[src/rtl/hht_col_update.sv]
// Householder column update: streams x and v, accumulates v.x, then writes
// y = x - beta*v with beta = 2*(v.x), scaled by FRAC_W and saturated to DATA_W.
module hht_col_update #(
  parameter int DATA_W = 32,
  parameter int ADDR_W = 32,
  parameter int LEN_W  = 16,
  parameter int ACC_W  = 64,
  parameter int FRAC_W = 0
) (
  input  logic              Clk,
  input  logic              Rst,
  input  logic              start,
  input  logic [ADDR_W-1:0] col_base,
  input  logic [ADDR_W-1:0] v_base,
  input  logic [ADDR_W-1:0] out_base,
  input  logic [LEN_W-1:0]  csize,
  output logic [ADDR_W-1:0] addr1,
  input  logic [DATA_W-1:0] dataIn1,
  output logic [ADDR_W-1:0] addr2,
  input  logic [DATA_W-1:0] dataIn2,
  output logic              wr_en,
  output logic [ADDR_W-1:0] wr_addr,
  output logic [DATA_W-1:0] wr_data,
  output logic [ACC_W-1:0]  dot_out,
  output logic              busy,
  output logic              done
);

  localparam logic [2:0] S_IDLE   = 3'd0;
  localparam logic [2:0] S_DOT    = 3'd1;
  localparam logic [2:0] S_SCALE  = 3'd2;
  localparam logic [2:0] S_UPDATE = 3'd3;
  localparam logic [2:0] S_DONE   = 3'd4;

  localparam logic signed [ACC_W:0] SAT_MAX =
    {{(ACC_W-DATA_W+2){1'b0}}, {(DATA_W-1){1'b1}}};
  localparam logic signed [ACC_W:0] SAT_MIN =
    {{(ACC_W-DATA_W+2){1'b1}}, {(DATA_W-1){1'b0}}};

  logic [2:0]               r_state;
  logic [ADDR_W-1:0]        r_col_base;
  logic [ADDR_W-1:0]        r_v_base;
  logic [ADDR_W-1:0]        r_out_base;
  logic [LEN_W-1:0]         r_len;
  logic [LEN_W-1:0]         r_idx;
  logic signed [ACC_W-1:0]  r_acc;
  logic signed [DATA_W-1:0] r_beta;
  logic [ADDR_W-1:0]        r_addr1;
  logic [ADDR_W-1:0]        r_addr2;
  logic                     r_wr_en;
  logic [ADDR_W-1:0]        r_wr_addr;
  logic [DATA_W-1:0]        r_wr_data;
  logic [ACC_W-1:0]         r_dot;

  logic signed [DATA_W-1:0]   w_mul_a;
  logic signed [2*DATA_W-1:0] w_prod;
  logic signed [ACC_W-1:0]    w_prod_ext;
  logic signed [ACC_W:0]      w_beta_full;
  logic signed [DATA_W-1:0]   w_beta_sat;
  logic [DATA_W-1:0]          w_y;
  logic                       w_last;

  // One multiplier serves both phases: x*v while accumulating, beta*v while updating.
  always_comb begin
    w_mul_a     = (r_state == S_UPDATE) ? r_beta : $signed(dataIn1);
    w_prod      = (2*DATA_W)'(w_mul_a) * (2*DATA_W)'($signed(dataIn2));
    w_prod_ext  = ACC_W'(w_prod);
    w_beta_full = $signed({r_acc, 1'b0}) >>> FRAC_W;
    if (w_beta_full > SAT_MAX) begin
      w_beta_sat = SAT_MAX[DATA_W-1:0];
    end else if (w_beta_full < SAT_MIN) begin
      w_beta_sat = SAT_MIN[DATA_W-1:0];
    end else begin
      w_beta_sat = w_beta_full[DATA_W-1:0];
    end
    w_y    = dataIn1 - DATA_W'(w_prod >>> FRAC_W);
    w_last = (r_idx == r_len - LEN_W'(1));
  end

  always_ff @(posedge Clk) begin
    if (Rst) begin
      r_state    <= S_IDLE;
      r_col_base <= '0;
      r_v_base   <= '0;
      r_out_base <= '0;
      r_len      <= '0;
      r_idx      <= '0;
      r_acc      <= '0;
      r_beta     <= '0;
      r_addr1    <= '0;
      r_addr2    <= '0;
      r_wr_en    <= 1'b0;
      r_wr_addr  <= '0;
      r_wr_data  <= '0;
      r_dot      <= '0;
    end else begin
      case (r_state)
        S_IDLE: begin
          r_wr_en <= 1'b0;
          if (start) begin
            r_col_base <= col_base;
            r_v_base   <= v_base;
            r_out_base <= out_base;
            r_len      <= csize;
            if (csize != '0) begin
              r_idx   <= '0;
              r_acc   <= '0;
              r_addr1 <= col_base;
              r_addr2 <= v_base;
              r_state <= S_DOT;
            end else begin
              r_dot   <= '0;
              r_state <= S_DONE;
            end
          end
        end
        S_DOT: begin
          r_acc   <= r_acc + w_prod_ext;
          r_addr1 <= r_addr1 + ADDR_W'(1);
          r_addr2 <= r_addr2 + ADDR_W'(1);
          r_idx   <= r_idx + LEN_W'(1);
          if (w_last) begin
            r_state <= S_SCALE;
          end
        end
        S_SCALE: begin
          r_dot   <= r_acc;
          r_beta  <= w_beta_sat;
          r_addr1 <= r_col_base;
          r_addr2 <= r_v_base;
          r_idx   <= '0;
          r_state <= S_UPDATE;
        end
        S_UPDATE: begin
          r_wr_en   <= 1'b1;
          r_wr_addr <= r_out_base + ADDR_W'(r_idx);
          r_wr_data <= w_y;
          r_addr1   <= r_addr1 + ADDR_W'(1);
          r_addr2   <= r_addr2 + ADDR_W'(1);
          r_idx     <= r_idx + LEN_W'(1);
          if (w_last) begin
            r_state <= S_DONE;
          end
        end
        S_DONE: begin
          r_wr_en <= 1'b0;
          r_state <= S_IDLE;
        end
        default: begin
          r_wr_en <= 1'b0;
          r_state <= S_IDLE;
        end
      endcase
    end
  end

  assign addr1   = r_addr1;
  assign addr2   = r_addr2;
  assign wr_en   = r_wr_en;
  assign wr_addr = r_wr_addr;
  assign wr_data = r_wr_data;
  assign dot_out = r_dot;
  assign busy    = (r_state != S_IDLE);
  assign done    = (r_state == S_DONE);

endmodule

[config.mk]
export PLATFORM = sky130hd
export DESIGN_NAME = hht_col_update
export DESIGN_NICKNAME = d
export VERILOG_FILES = /design/src/rtl/hht_col_update.sv
export SDC_FILE = /design/constraint.sdc
export NUM_CORES = 2
export LEC_CHECK = 0
export BUFFER_PORTS_ARGS = -buffer_cell sky130_fd_sc_hd__buf_2
export CORE_MARGIN = 2
export CORE_UTILIZATION = 60
export CTS_CLUSTER_SIZE = 25
export DETAILED_ROUTE_END_ITERATION = 7
export PLACE_DENSITY_LB_ADDON = 0.12
export SKIP_LAST_GASP = 1
export SYNTH_ARGS = -nofsm -noshare
export SYNTH_HDL_FRONTEND = slang
export SYNTH_SLANG_ARGS = --single-unit
[constraint.sdc]
create_clock -name Clk -period 22.3 [get_ports Clk]
set_input_delay 6.69 -clock Clk [delete_from_list [all_inputs] [get_ports Clk]]
set_output_delay 6.69 -clock Clk [all_outputs]
set_load 0.005 [all_outputs]
==> impl_metrics.yaml <==
hold_path:
  min_to: "wr_data[7]"
  min_path_type: "reg -> reg"
  whs_path_depth: 2
  min_from: "wr_data[7]"
critical_path:
  crit_path_top_delay_cell: "a31oi_1"
  slowest_delay_ps: 600
  cp.arrival_ps: 16920
  crit_type: "in -> reg"
  timing.critical_path.fanout_max: 32
  path_common_cell: "fa_1"
  regToRegEndpoint: "r_acc[63]"
  crit_start: "dataIn1[14]"
  r2r_slack_ps: 9530
  worstSetupStartpointType: "primary input"
  crit_required_ps: 22780
  end_kind: "register"
  worst_r2r_path_depth: 45
  worstReg2RegStart: "r_state[1]"
cts:
  clk_pin_slew_ps: 60
  cts_sinks: 420
  cts_setup_buffers: 0
  ctsResizeCount: 0
  clk_path_buf_depth: 3
  ctsHoldBuffers: 0
  htree_levels: 2
  clk_latency_ps: 610
  root_buffer: "clkbuf_16"
  cts_tree: "yes"
  cts_buffers: 43
floorplanning:
  dieArea_um2: 101000
  start_util_pct: 60.3
  die_height_um: 318
  rows: 115
  pin_count: 374
  die_w_um: 318
  core-area_um2: 98100
placement:
  dpl_cell_area_um2: 61700
  hpwl_mm: 135
  place_inst: 8247
  gp_congestion: 0.946
  port_buffers: 373
yosys:
  synth.distinct_cells: 97
  yosys-top-cells-count: "1170 x nand2_1, 1085 x fa_1, 1063 x inv_1, 479 x and2_1, 420 x dfxtp_1"
  ys_ff_latch: 420
  yosysSeqAreaShare_pct: 14.2
  synth_top_family_by_area: "adder cells"
  yosysMostFrequentCell: "nand2_1"
  synth_edf_count: 0
  synthesis.nets: 8492
  synth.area.top_cells: "fa_1 37%, dfxtp_1 14%, nand2_1 7.4%, inv_1 6.7%, ha_1 6.3%"
  async_reset_ff_share_pct: 0
  synth_area_leader_cell: "fa_1"
  synth_cells: 6929
  syn_area_per_cell_um2: 8.54
  synthAdderAreaFrac_pct: 43.0
  syn_area_um2: 59200
  synth_compound_area_share_pct: 11.7
  muxShareOfSynthArea_pct: 0.0338
  synth_xor_area_share_pct: 3.27
  synth-simple-area-share_pct: 18.4
  netlist.area_leader.share_pct: 36.7
  ys.flop_type: "dfxtp_1"
  yosysWarnings: 0
global_route:
  overflow: 0
  grt_max_degree: 169
  grt_usage_pct: 33.8
  grt.met1_usage_pct: 47.6
  grt_pass1_vias: 49018
  antenna_found_initial: 22
  grt_pass1_wl_mm: 272
  met3_usage_pct: 7.67
  busiest_layer: "met2"
  grt_util_met2_pct: 51.8
cells_and_area:
  syn_to_final_growth_pct: 6.81
  finalNonFillerCells: 8341
  multiInputGateArea_um2: 45400
  nFillCells: 8506
  num-nets-final: 8568
  ff_latch_area_um2: 8410
  drive_gt1_share_pct: 8.21
  fin_area_um2: 63200
drt:
  drc: 0
  drt_iter0_drc: 3600
  avgViaCountPerCell: 5.79
  wl_per_cell_um: 20.2
  route.vias.total: 48273
  drt_wl_total_mm: 168
  ant_nets: 0
  dr.pass1.iters: 6
timing:
  rsz0062_at_grt: "no"
  period_minus_slack_ps: 16440
  relSlewSlack_pct: 25.1
  drv_slew: 0
  setup_tns_ps: 0
  hold_violations: 0
  finClkSkew_ps: 24.8
  fin_crit_sh_pct: 73.7
  setup_viol: 0
  worstMarginPinSlew_ps: 1120
  holdWs_ps: 447
  max_freq_mhz: 60.8
outcome:
  run_status: "complete, no violations"
flow_run:
  drv_cap: 0
==> cells in the final DEF, fill, tap and decap left out, types with 18 or more instances in the layout <==
cell type     n
nand2_1    1166
fa_1       1085
inv_1      1063
and2_1      479
dfxtp_1     420
a21oi_1     404
buf_2       372
nor2_1      306
ha_1        299
o21ai_0     145
xnor2_1     145
a22oi_1     109
a21o_1      102
nand3_1      97
a31oi_1      78
xor2_1       76
nor3_1       64
and3_1       63
buf_4        57
clkbuf_16    43
nand4_1      39
a211oi_1     35
a22o_1       31
o21bai_1     26
nor4_1       22
o21ai_1      21
or2_2        19
diode_2      18
==> critical path, delay by kind of cell <==
kind | cells | cell delay (ps)
AND/OR/NAND/NOR | 5 | 1060
adder cells (fa/ha/maj) | 10 | 4650
buffers and inverters | 6 | 680
XOR/XNOR | 2 | 290
AO/OA/AOI/OAI | 15 | 3560
==> worst max path at each step <==
stage	endpoint	slack [ps]	cells after the start
6_report	r_acc[63]	5860	38
5_1_grt	r_acc[61]	5360	38
4_1_cts	r_acc[63]	5950	37
3_5_place_dp	r_acc[63]	5360	37
3_3_place_gp	r_acc[63]	5530	43
2_1_floorplan	r_acc[62]	6470	41
==> kinds of logic (layout without fill, tap and decap cells) <==
group           after synthesis  after routing
compound gates             1090           1090
flops                       420            420
simple gates               2349           2349
mux                           2              2
xor+xnor                    221            221
buf+inv                    1463           1570
other cells                   0             18
fa+ha+maj                  1384           1384
==> cell type report <==
class | instances | share of cell area (%)
antenna | 18 | 0.0713
clock buffer | 58 | 1.97
clock inverter | 18 | 0.362
inverter | 1063 | 6.31
multi-input combinational | 5046 | 71.8
sequential | 420 | 13.3
tap | 1287 | 2.55
timing repair buffer | 431 | 3.68
==> metrics by stage <==
stage	util, %	setup WS (ps)
final	64.4	5860
after floorplan	-	6470
after global routing	64.4	5360
after CTS	64.4	5950
after detailed placement	62.9	5360
after global placement	62.9	5530
==> flip-flops by register name, indices dropped and copies added, names as in the netlist <==
| signal | cells |
|---|---|
| r_col_base | 32 |
| r_v_base | 32 |
| r_acc | 64 |
| r_state | 3 |
| wr_data | 32 |
| r_idx | 16 |
| wr_addr | 32 |
| addr2 | 32 |
| dot_out | 64 |
| addr1 | 32 |
| r_len | 16 |
| r_beta | 32 |
| wr_en | 1 |
| r_out_base | 32 |
==> per-layer routing <==
| metal | share of wire (%) | vias up |
|---|---|---|
| met1 | 42 | 24260 |
| li1 | - | 21898 |
| met2 | 45 | 1817 |
| met3 | 8.9 | 292 |
| met5 | 0.020 | - |
| met4 | 3.6 | 6 |
Power is left out: the tool's default activity adds up to more than one toggle a clock period on the data nets, which glitch-free logic cannot reach.
